**src/rtl/buyruk_bellegi_pkg.sv**
```systemverilog
`default_nettype none
// ============================================================================
// Module : buyruk_bellegi_pkg
// Brief  : Shared definitions for the instruction memory and its loader.
//          Provides the NOP instruction word, the default memory depth and
//          the controller state encoding. The core bench uses these too.
// Rev    : 1.0 - initial release
// ============================================================================
package buyruk_bellegi_pkg;

  // Default number of 32-bit instruction words.
  localparam int DERINLIK_VARSAYILAN = 128;

  // ADDI x0,x0,0 : returned on error and used to fill unwritten entries.
  localparam logic [31:0] NOP_KOMUT = 32'h0000_0013;

  // Controller states: serve fetches, load program, fill remainder with NOP.
  typedef enum logic [1:0] {
    SUN     = 2'd0,
    YUKLE   = 2'd1,
    TEMIZLE = 2'd2
  } durum_t;

endpackage
`default_nettype wire

```
**src/rtl/buyruk_bellegi_bayt_birlestirici.sv**
```systemverilog
`default_nettype none
// ============================================================================
// Module : bayt_birlestirici
// Brief  : Byte-to-word assembler for the program loader. Bytes fill the
//          word little-endian (lane 0 = bits 7:0). A word is complete on the
//          fourth byte or on a byte flagged as last; unfilled lanes are 0.
// Ports  : clk, rst (async, active-low)
//          sifirla      - drop any partial word and restart at lane 0
//          al           - a loader byte is accepted this cycle
//          son          - the accepted byte is the last of the program
//          bayt         - loader data byte
//          kelime       - assembled word including the current byte
//          kelime_tamam - word complete this cycle (write strobe)
// Rev    : 1.0 - initial release
// ============================================================================
module bayt_birlestirici
  import buyruk_bellegi_pkg::*;
(
  input  logic        clk,
  input  logic        rst,
  input  logic        sifirla,
  input  logic        al,
  input  logic        son,
  input  logic [7:0]  bayt,
  output logic [31:0] kelime,
  output logic        kelime_tamam
);

  logic [1:0]  r_indeks;
  logic [31:0] r_birlesik;

  // Lanes above the current index are always zero in r_birlesik, so the
  // current byte is simply merged into its lane.
  always_comb begin
    kelime = r_birlesik;
    case (r_indeks)
      2'd0:    kelime[7:0]   = bayt;
      2'd1:    kelime[15:8]  = bayt;
      2'd2:    kelime[23:16] = bayt;
      default: kelime[31:24] = bayt;
    endcase
    kelime_tamam = al & ((r_indeks == 2'd3) | son);
  end

  always_ff @(posedge clk or negedge rst) begin
    if (!rst) begin
      r_indeks   <= 2'd0;
      r_birlesik <= '0;
    end else if (sifirla) begin
      r_indeks   <= 2'd0;
      r_birlesik <= '0;
    end else if (al) begin
      if (kelime_tamam) begin
        r_indeks   <= 2'd0;
        r_birlesik <= '0;
      end else begin
        r_indeks   <= r_indeks + 2'd1;
        r_birlesik <= kelime;
      end
    end
  end

endmodule
`default_nettype wire

```
**src/rtl/buyruk_bellegi.sv**
```systemverilog
`default_nettype none
// ============================================================================
// Module : buyruk_bellegi
// Brief  : Instruction memory for the islemci core with a byte-serial
//          program loader. Serves fetches with one-cycle latency, loads
//          little-endian words through a valid/ready byte stream, then fills
//          every unwritten entry with NOP while holding the core stalled.
// Ports  : clk, rst (async, active-low)
//          ps, istek                 - fetch address / request
//          buyruk, buyruk_gecerli,
//          hata                      - fetch result, valid pulse, error pulse
//          yukle_baslat              - start / restart a load
//          yukle_bayt, yukle_gecerli,
//          yukle_son, yukle_hazir    - loader byte stream
//          cekirdek_beklet           - stall request to the core
//          yuklenen_kelime           - words written by the last load
// Rev    : 1.0 - initial release
// ============================================================================
module buyruk_bellegi
  import buyruk_bellegi_pkg::*;
#(
  parameter int          DERINLIK = DERINLIK_VARSAYILAN,
  parameter logic [31:0] NOP      = NOP_KOMUT
)(
  input  logic                        clk,
  input  logic                        rst,
  input  logic [31:0]                 ps,
  input  logic                        istek,
  output logic [31:0]                 buyruk,
  output logic                        buyruk_gecerli,
  output logic                        hata,
  input  logic                        yukle_baslat,
  input  logic [7:0]                  yukle_bayt,
  input  logic                        yukle_gecerli,
  input  logic                        yukle_son,
  output logic                        yukle_hazir,
  output logic                        cekirdek_beklet,
  output logic [$clog2(DERINLIK):0]   yuklenen_kelime
);

  localparam int c_ADR_W = $clog2(DERINLIK);
  localparam int c_PTR_W = c_ADR_W + 1;
  localparam logic [c_PTR_W-1:0] c_SON_ADR = c_PTR_W'(DERINLIK - 1);
  localparam logic [c_PTR_W-1:0] c_DOLU    = c_PTR_W'(DERINLIK);

  durum_t               r_durum;
  logic [c_PTR_W-1:0]   r_ptr;
  logic [31:0]          r_mem [DERINLIK];

  logic                 w_al;
  logic [31:0]          w_kelime;
  logic                 w_kelime_tamam;
  logic                 w_yaz_en;
  logic [c_ADR_W-1:0]   w_yaz_adr;
  logic [31:0]          w_yaz_veri;
  logic                 w_hatali;
  logic [c_ADR_W-1:0]   w_oku_adr;

  // A byte offered in the same cycle as a restart is discarded: the restart
  // wins and the assembler starts again from lane 0.
  assign w_al = (r_durum == YUKLE) & yukle_gecerli & yukle_hazir & ~yukle_baslat;

  bayt_birlestirici u_birlestirici (
    .clk          (clk),
    .rst          (rst),
    .sifirla      (yukle_baslat),
    .al           (w_al),
    .son          (yukle_son),
    .bayt         (yukle_bayt),
    .kelime       (w_kelime),
    .kelime_tamam (w_kelime_tamam)
  );

  // Fetch decode: misaligned or beyond the array returns NOP with hata.
  assign w_hatali  = (|ps[1:0]) | (ps[31:2] >= 30'(DERINLIK));
  assign w_oku_adr = ps[c_ADR_W+1:2];

  // Single write port shared by the loader and the NOP fill.
  always_comb begin
    w_yaz_en   = 1'b0;
    w_yaz_adr  = r_ptr[c_ADR_W-1:0];
    w_yaz_veri = w_kelime;
    case (r_durum)
      YUKLE: begin
        w_yaz_en = w_kelime_tamam;
      end
      TEMIZLE: begin
        w_yaz_en   = ~yukle_baslat & (r_ptr < c_DOLU);
        w_yaz_veri = NOP;
      end
      default: begin
        w_yaz_en = 1'b0;
      end
    endcase
  end

  // Array contents survive reset, so the storage has no reset term.
  always_ff @(posedge clk) begin
    if (w_yaz_en) begin
      r_mem[w_yaz_adr] <= w_yaz_veri;
    end
  end

  always_ff @(posedge clk or negedge rst) begin
    if (!rst) begin
      r_durum         <= SUN;
      r_ptr           <= '0;
      buyruk          <= NOP;
      buyruk_gecerli  <= 1'b0;
      hata            <= 1'b0;
      yukle_hazir     <= 1'b0;
      cekirdek_beklet <= 1'b0;
      yuklenen_kelime <= '0;
    end else begin
      buyruk_gecerli <= 1'b0;
      hata           <= 1'b0;
      case (r_durum)
        SUN: begin
          if (yukle_baslat) begin
            r_durum         <= YUKLE;
            r_ptr           <= '0;
            yukle_hazir     <= 1'b1;
            cekirdek_beklet <= 1'b1;
          end else if (istek) begin
            buyruk_gecerli <= 1'b1;
            if (w_hatali) begin
              buyruk <= NOP;
              hata   <= 1'b1;
            end else begin
              buyruk <= r_mem[w_oku_adr];
            end
          end
        end

        YUKLE: begin
          if (yukle_baslat) begin
            r_ptr <= '0;
          end else if (w_kelime_tamam) begin
            r_ptr <= r_ptr + 1'b1;
            // Last byte, or the final entry just written, ends the load.
            if (yukle_son || (r_ptr == c_SON_ADR)) begin
              r_durum         <= TEMIZLE;
              yukle_hazir     <= 1'b0;
              yuklenen_kelime <= r_ptr + 1'b1;
            end
          end
        end

        TEMIZLE: begin
          if (yukle_baslat) begin
            r_durum     <= YUKLE;
            r_ptr       <= '0;
            yukle_hazir <= 1'b1;
          end else begin
            if (r_ptr != c_DOLU) begin
              r_ptr <= r_ptr + 1'b1;
            end
            // Leave together with the write of the final entry, or at once
            // when the load itself already filled the whole array.
            if (r_ptr >= c_SON_ADR) begin
              r_durum         <= SUN;
              cekirdek_beklet <= 1'b0;
            end
          end
        end

        default: begin
          r_durum <= SUN;
        end
      endcase
    end
  end

endmodule
`default_nettype wire

```
**config.mk**
```make
export PLATFORM = sky130hd
export DESIGN_NAME = buyruk_bellegi
export DESIGN_NICKNAME = d
export VERILOG_FILES = /design/src/rtl/buyruk_bellegi_pkg.sv /design/src/rtl/buyruk_bellegi_bayt_birlestirici.sv /design/src/rtl/buyruk_bellegi.sv
export SDC_FILE = /design/constraint.sdc
export NUM_CORES = 2
export LEC_CHECK = 0
export BUFFER_PORTS_ARGS = -buffer_cell sky130_fd_sc_hd__buf_2
export CORE_ASPECT_RATIO = 0.6
export CORE_MARGIN = 2
export CORE_UTILIZATION = 65
export DETAILED_ROUTE_END_ITERATION = 12
export PLACE_DENSITY_LB_ADDON = 0.05
export SETUP_SLACK_MARGIN = 0.02
export SYNTH_ARGS = -nofsm -noshare
export SYNTH_HDL_FRONTEND = slang
export SYNTH_HIERARCHICAL = 1
export SYNTH_SLANG_ARGS = --single-unit
```
**constraint.sdc**
```tcl
create_clock -name clk -period 10.2 [get_ports clk]
set_input_delay 2.04 -clock clk [delete_from_list [all_inputs] [get_ports clk]]
set_output_delay 2.04 -clock clk [all_outputs]
set_load 0.005 [all_outputs]
```
Yosys cells after proc, flatten, opt, wreduce, memory -nomap -nowiden --
Memory sizes are Yosys's and may differ from the RTL's. Index checks and enable logic that the tools add are counted.
Word-level totals: register bits after elaboration 88, latch bits 0, bits in writable memories 4096, memory bits (read-only) 0, bits of input ports 46, output and inout port bits 44, memories 1
Cells by class: add/sub/neg operators 2, multiply operators 0, div/mod/pow operators 0, magnitude comparators 3, eq/ne operators 17, shift operators 0, mux-type cells 43, bitwise operators 8, reductions and logical operators 16
Memory list:
- r_mem | words 128, width 32, rd ports 1, clocked after memory_dff 0, wr ports 1, RTL line buyruk_bellegi.sv:48 | logic [31:0] r_mem [DERINLIK];
Operator list (count):
- $mux 32 | 5
- $mux 8 | 9
- $ge 30x8->1 const B | 1
- $pmux 8 s3 | 1
- $mux 2 | 9
- $mux 1 | 15
- $reduce_and 4->1 | 3
- $ne 2x2->1 const B | 5
- $reduce_and 5->1 | 2
- $ne 3x3->1 const B | 3
- $add 8x1->8 const B | 1
- $eq 8x7->1 const B | 1
- $ge 8x7->1 const B | 1
- $lt 8x8->1 const B | 1
- $ne 8x8->1 const B | 1
- $eq 2x2->1 const B | 3
- $pmux 1 s2 | 3
- $pmux 2 s3 | 1
- $reduce_bool 2->1 | 3
- $and 1x1->1 | 5
- $eq 2x1->1 const B | 2
- $logic_not 2->1 | 2
- $ne 2x1->1 const B | 2
- $reduce_or 2->1 | 2
- other kinds (7) | 8

Depth between registers and ports, before layout --
depth after elaboration 8, gate-level depth with buffers 13, mapped depth without buffers 10

Cells and area by module --
The synthesis kept the hierarchy.
Modules (own cells, without submodules):
- buyruk_bellegi | times used 1, cells each 6980, area an instance 159324.1 um^2, seq. area each 124353.0 um^2
- bayt_birlestirici | times used 1, cells each 120, area an instance 1720.4 um^2, seq. area each 850.8 um^2

Worst setup path before layout --
Ideal clock, no wire load.
path kind input-to-reg, start in yukle_bayt[4], end mem r_mem[0][12], data pin, arrival time 5353 ps, data required time 9368 ps, setup slack 4014 ps, stages on the path 2, cell sequence mux2_2 -> nor2b_1
Between the ends: longest elaborated chain between the ends 2
RTL lines:
- start: declaration | RTL line buyruk_bellegi.sv:33 | input logic [7:0] yukle_bayt,
- $mux 8 | RTL line buyruk_bellegi_bayt_birlestirici.sv:36 | case (r_indeks)
- $mux 32 | RTL line buyruk_bellegi.sv:83 | case (r_durum)
- named net w_yaz_veri[12] | RTL line buyruk_bellegi.sv:55 | logic [31:0] w_yaz_veri;
- end: declaration | RTL line buyruk_bellegi.sv:48
The timed path passes the listed nets, and every way through them passes these cells.

Worst setup path after layout --
start in ps[2], end reg buyruk[29]
Between the ends: longest elaborated chain between the ends 3
RTL lines:
- start: declaration | RTL line buyruk_bellegi.sv:27 | input logic [31:0] ps,
- $ge 30x8->1 | RTL line buyruk_bellegi.sv:75 | assign w_hatali = (|ps[1:0]) | (ps[31:2] >= 30'(DERINLIK));
- $or 1x1->1 | RTL line buyruk_bellegi.sv:75
- $mux 32 * | RTL line buyruk_bellegi.sv:126 | if (w_hatali) begin
- end signal: assignment | RTL line buyruk_bellegi.sv:130 | buyruk <= r_mem[w_oku_adr];
- end: declaration | RTL line buyruk_bellegi.sv:29 | output logic [31:0] buyruk,
Mark *: on every way between the ends. The rest lies on a longest branch, timed or not. A chain may end at the register's enable or synchronous reset.

==> impl_results.md <==
* Syn Area/Cell at 22.7 µm²
* R2R Setup Slk at 5.66 ns
* GP Congestion at 0.895
* Post-cts sizing count at 0
* Worst setup EP type: flop
* CP Max Fanout at 75
* Critical path depth at 10
* Port Buffer Count at 89
* Metal-1 WL at 174 mm
* Critical-path top delay cell: o221ai_1
* Iter 0 DRT Violations at 15300
* Initial antenna violation count at 20
* Setup violators final at 0
* Share of layout cells above drive strength 1 at 29.0%
* WP data arrival at 6.91 ns
* WS Path Type: in -> reg
* Clk root buf: clkbuf_16
* Fin crit share at 59.5%
* Clk buf depth at 4
* Cell family with most CP delay: compound AO/OA/AOI/OAI gates
* Clock-pin slew on the worst setup and hold paths at 0.07 ns
* Final wirelength at 453 mm
* Lkg Pwr at 61.0 nW
* Max Slew Vio Count at 0
* Site Rows at 141
* Worst IR Drop VDD at 0.000157 V
* MaxCap Viol Count at 0
* # IOs at 90
* Fin Hold WS at 0.503 ns
* Die Height at 390 µm
* Min-delay worst type: reg -> reg
* Post-synth EDFFs at 4096
* Reg2reg end: r_mem[9][18]$_DFFE_PP_
* Design Area, Final at 179000 µm²
* Via count at 81600
* Critical Path Sink: buyruk[29]$_DFFE_PN0P_
* Post-CTS Hold Buffers at 0
* Buffers & Inverters on Critical Path at 4
* Highest clock rate at 0.165 GHz
* Post-Synthesis Cells at 7100
* Util after Layout at 72.5%
* Global-route wire length before repair at 623 mm
* Status: finished, final reports clean
* H-tree Lvls at 5
* Worst setup SP type: input port
* CTS buffer count at 361
* Reg2Reg Depth at 10
* Most frequent cells after synthesis: edfxtp_1, mux4_2, mux2i_1
* CP max stage delay at 1.08 ns
* Synth top area share at 76.4%
* Drt pass-1 iters at 6
* Detailed-route DRC error count at 0
* Number of global-route vias before repair at 78200
* Metal2 WL at 192 mm
* Synth Net Count at 7157
* Fill count at 14000
* CP startpoint: ps[2]
* Post-synth design cell area at 161000 µm²
* Worst r2r src: r_durum[1]$_DFFE_PN0P_
* Primary FF master, synth: edfxtp_1
* Dominant cell type by area after synthesis: edfxtp_1
* Top routing layer in use: met5
* Core box area at 246000 µm²
* Slew @ Worst Pin at 1.44 ns
* Die X at 647 µm
* Unique masters post-synth at 70
* Clk_lat worst skew at 0.91 ns
* Unrepaired setup endpoints after global routing: false
* Routed Antenna Nets at 0
* Design Power at 34.4 mW
* Total die area at 252000 µm²
* Register area share after synthesis at 77.7%
* Power per cell area at 193 nW/µm²
* Final setup TNS at 0 ns
* Req. time, crit path at 11.04 ns
* Area after DPL at 167000 µm²
* Mean routed wirelength per cell at 41.2 µm
* Synth area leaders: edfxtp_1, mux4_2, mux2i_1
* Clk sinks at 4184
* Syn. warnings at 6
* Final hold violations at 0
* P&R area growth vs syn at 10.9%
* Slew HR at 3.90%
* # Post-CTS Setup Buffers at 0
* Largest net degree at the start of global routing at 127
* Cell with the most instances after synthesis: edfxtp_1
* #FFs+latches synth at 4184
* Crit-path cells: buf_8, buf_12, nor2_4, buf_4, a221o_1, o221ai_1, o22ai_1, o21ai_0, buf_4, a22o_1
* Final nets at 7485
* Starting Density at 65.4%
* DP HPWL at 252 mm
* Routed wl met3 at 73.7 mm
* Global route total overflow at 0
* Post-synth ARST share at 2.10%
* CTS tree: yes
* CP most frequent cell: buf_4
* Gr usage total at 36.3%
* Crit path time final at 6.07 ns
* Vias per inst at 7.41
* Clock skew at 0.0524 ns
==> cell families after synthesis <==
kind of cell,count (synthesis),share of synthesized area (%)
AO/OA/AOI/OAI,659,3.05
XOR/XNOR,5,0.0272
adder cells (fa/ha/maj),11,0.0855
buffers and inverters,421,1.39
flip-flops,4184,77.7
multiplexers,1456,16.6
AND/OR/NAND/NOR,364,1.07
==> per-layer routing <==
layer	track usage (%)	up-vias
met5	0	-
met4	9.76	8
met3	13.4	732
met2	49.3	6441
met1	56.5	43400
li1	-	31000
==> layout by cell type, fill, tap and decap left out, drive strengths merged, types with 20 or more instances in the layout <==
cell	instances
mux4	947
o221ai	55
o22ai	152
a221oi	22
dfrtp	85
a22oi	70
buf	369
inv	23
bufinv	33
edfxtp	4096
mux2	221
nor2b	45
clkbuf	469
a22o	58
o21ai	53
clkinv	133
o211ai	51
nand2	45
nor3	25
nand3	20
a221o	92
mux2i	288
a21oi	68
nor2	169
==> state kept, by name (all words and copies together) (netlist names) <==
register / count
r_durum: 2
yuklenen_kelime: 8
u_birlestirici/r_birlesik: 32
buyruk_gecerli: 1
hata: 1
u_birlestirici/r_indeks: 2
buyruk: 32
cekirdek_beklet: 1
r_mem: 4096
r_ptr: 8
yukle_hazir: 1
==> area by class of cell <==
cell class	instances	area, µm²	area share (%)
clock buffer	469	9760	5.47
tap	3289	4120	2.30
multi-input combinational	2495	34900	19.6
sequential	4184	125000	70.1
antenna	7	17.5	0.00981
inverter	17	71.3	0.0399
timing repair buffer	369	2790	1.56
clock inverter	179	1700	0.951
==> power breakdown <==
group | total [mW] | internal (mW) | switching, mW
Sequential | 19.0 | 19.0 | 0.0235
Clock | 13.6 | 7.59 | 6.05
Combinational | 1.78 | 0.495 | 1.28
Total | 34.4 | 27.1 | 7.35
==> worst min path at each step <==
stage | startpoint | cells past startpoint | end | slack [ns]
2_1_floorplan | u_birlestirici/r_birlesik[16]$_DFFE_PN0P_ | 1 | u_birlestirici/r_birlesik[16]$_DFFE_PN0P_ | 0.47
3_3_place_gp | u_birlestirici/r_birlesik[9]$_DFFE_PN0P_ | 1 | u_birlestirici/r_birlesik[9]$_DFFE_PN0P_ | 0.48
3_5_place_dp | u_birlestirici/r_birlesik[0]$_DFFE_PN0P_ | 1 | u_birlestirici/r_birlesik[0]$_DFFE_PN0P_ | 0.49
4_1_cts | u_birlestirici/r_birlesik[0]$_DFFE_PN0P_ | 1 | u_birlestirici/r_birlesik[0]$_DFFE_PN0P_ | 0.51
5_1_grt | yuklenen_kelime[1]$_DFFE_PN0P_ | 1 | yuklenen_kelime[1]$_DFFE_PN0P_ | 0.52
6_report | yuklenen_kelime[1]$_DFFE_PN0P_ | 1 | yuklenen_kelime[1]$_DFFE_PN0P_ | 0.50
==> metrics by stage <==
step	worst slack (ns)	std cells
floorplan	4.01	7100
global placement	3.22	10300
detailed placement	3.29	10300
CTS	4.20	11000
global route	4.26	11000
finish	4.13	11000
Power figures use the tool's default switching activity.
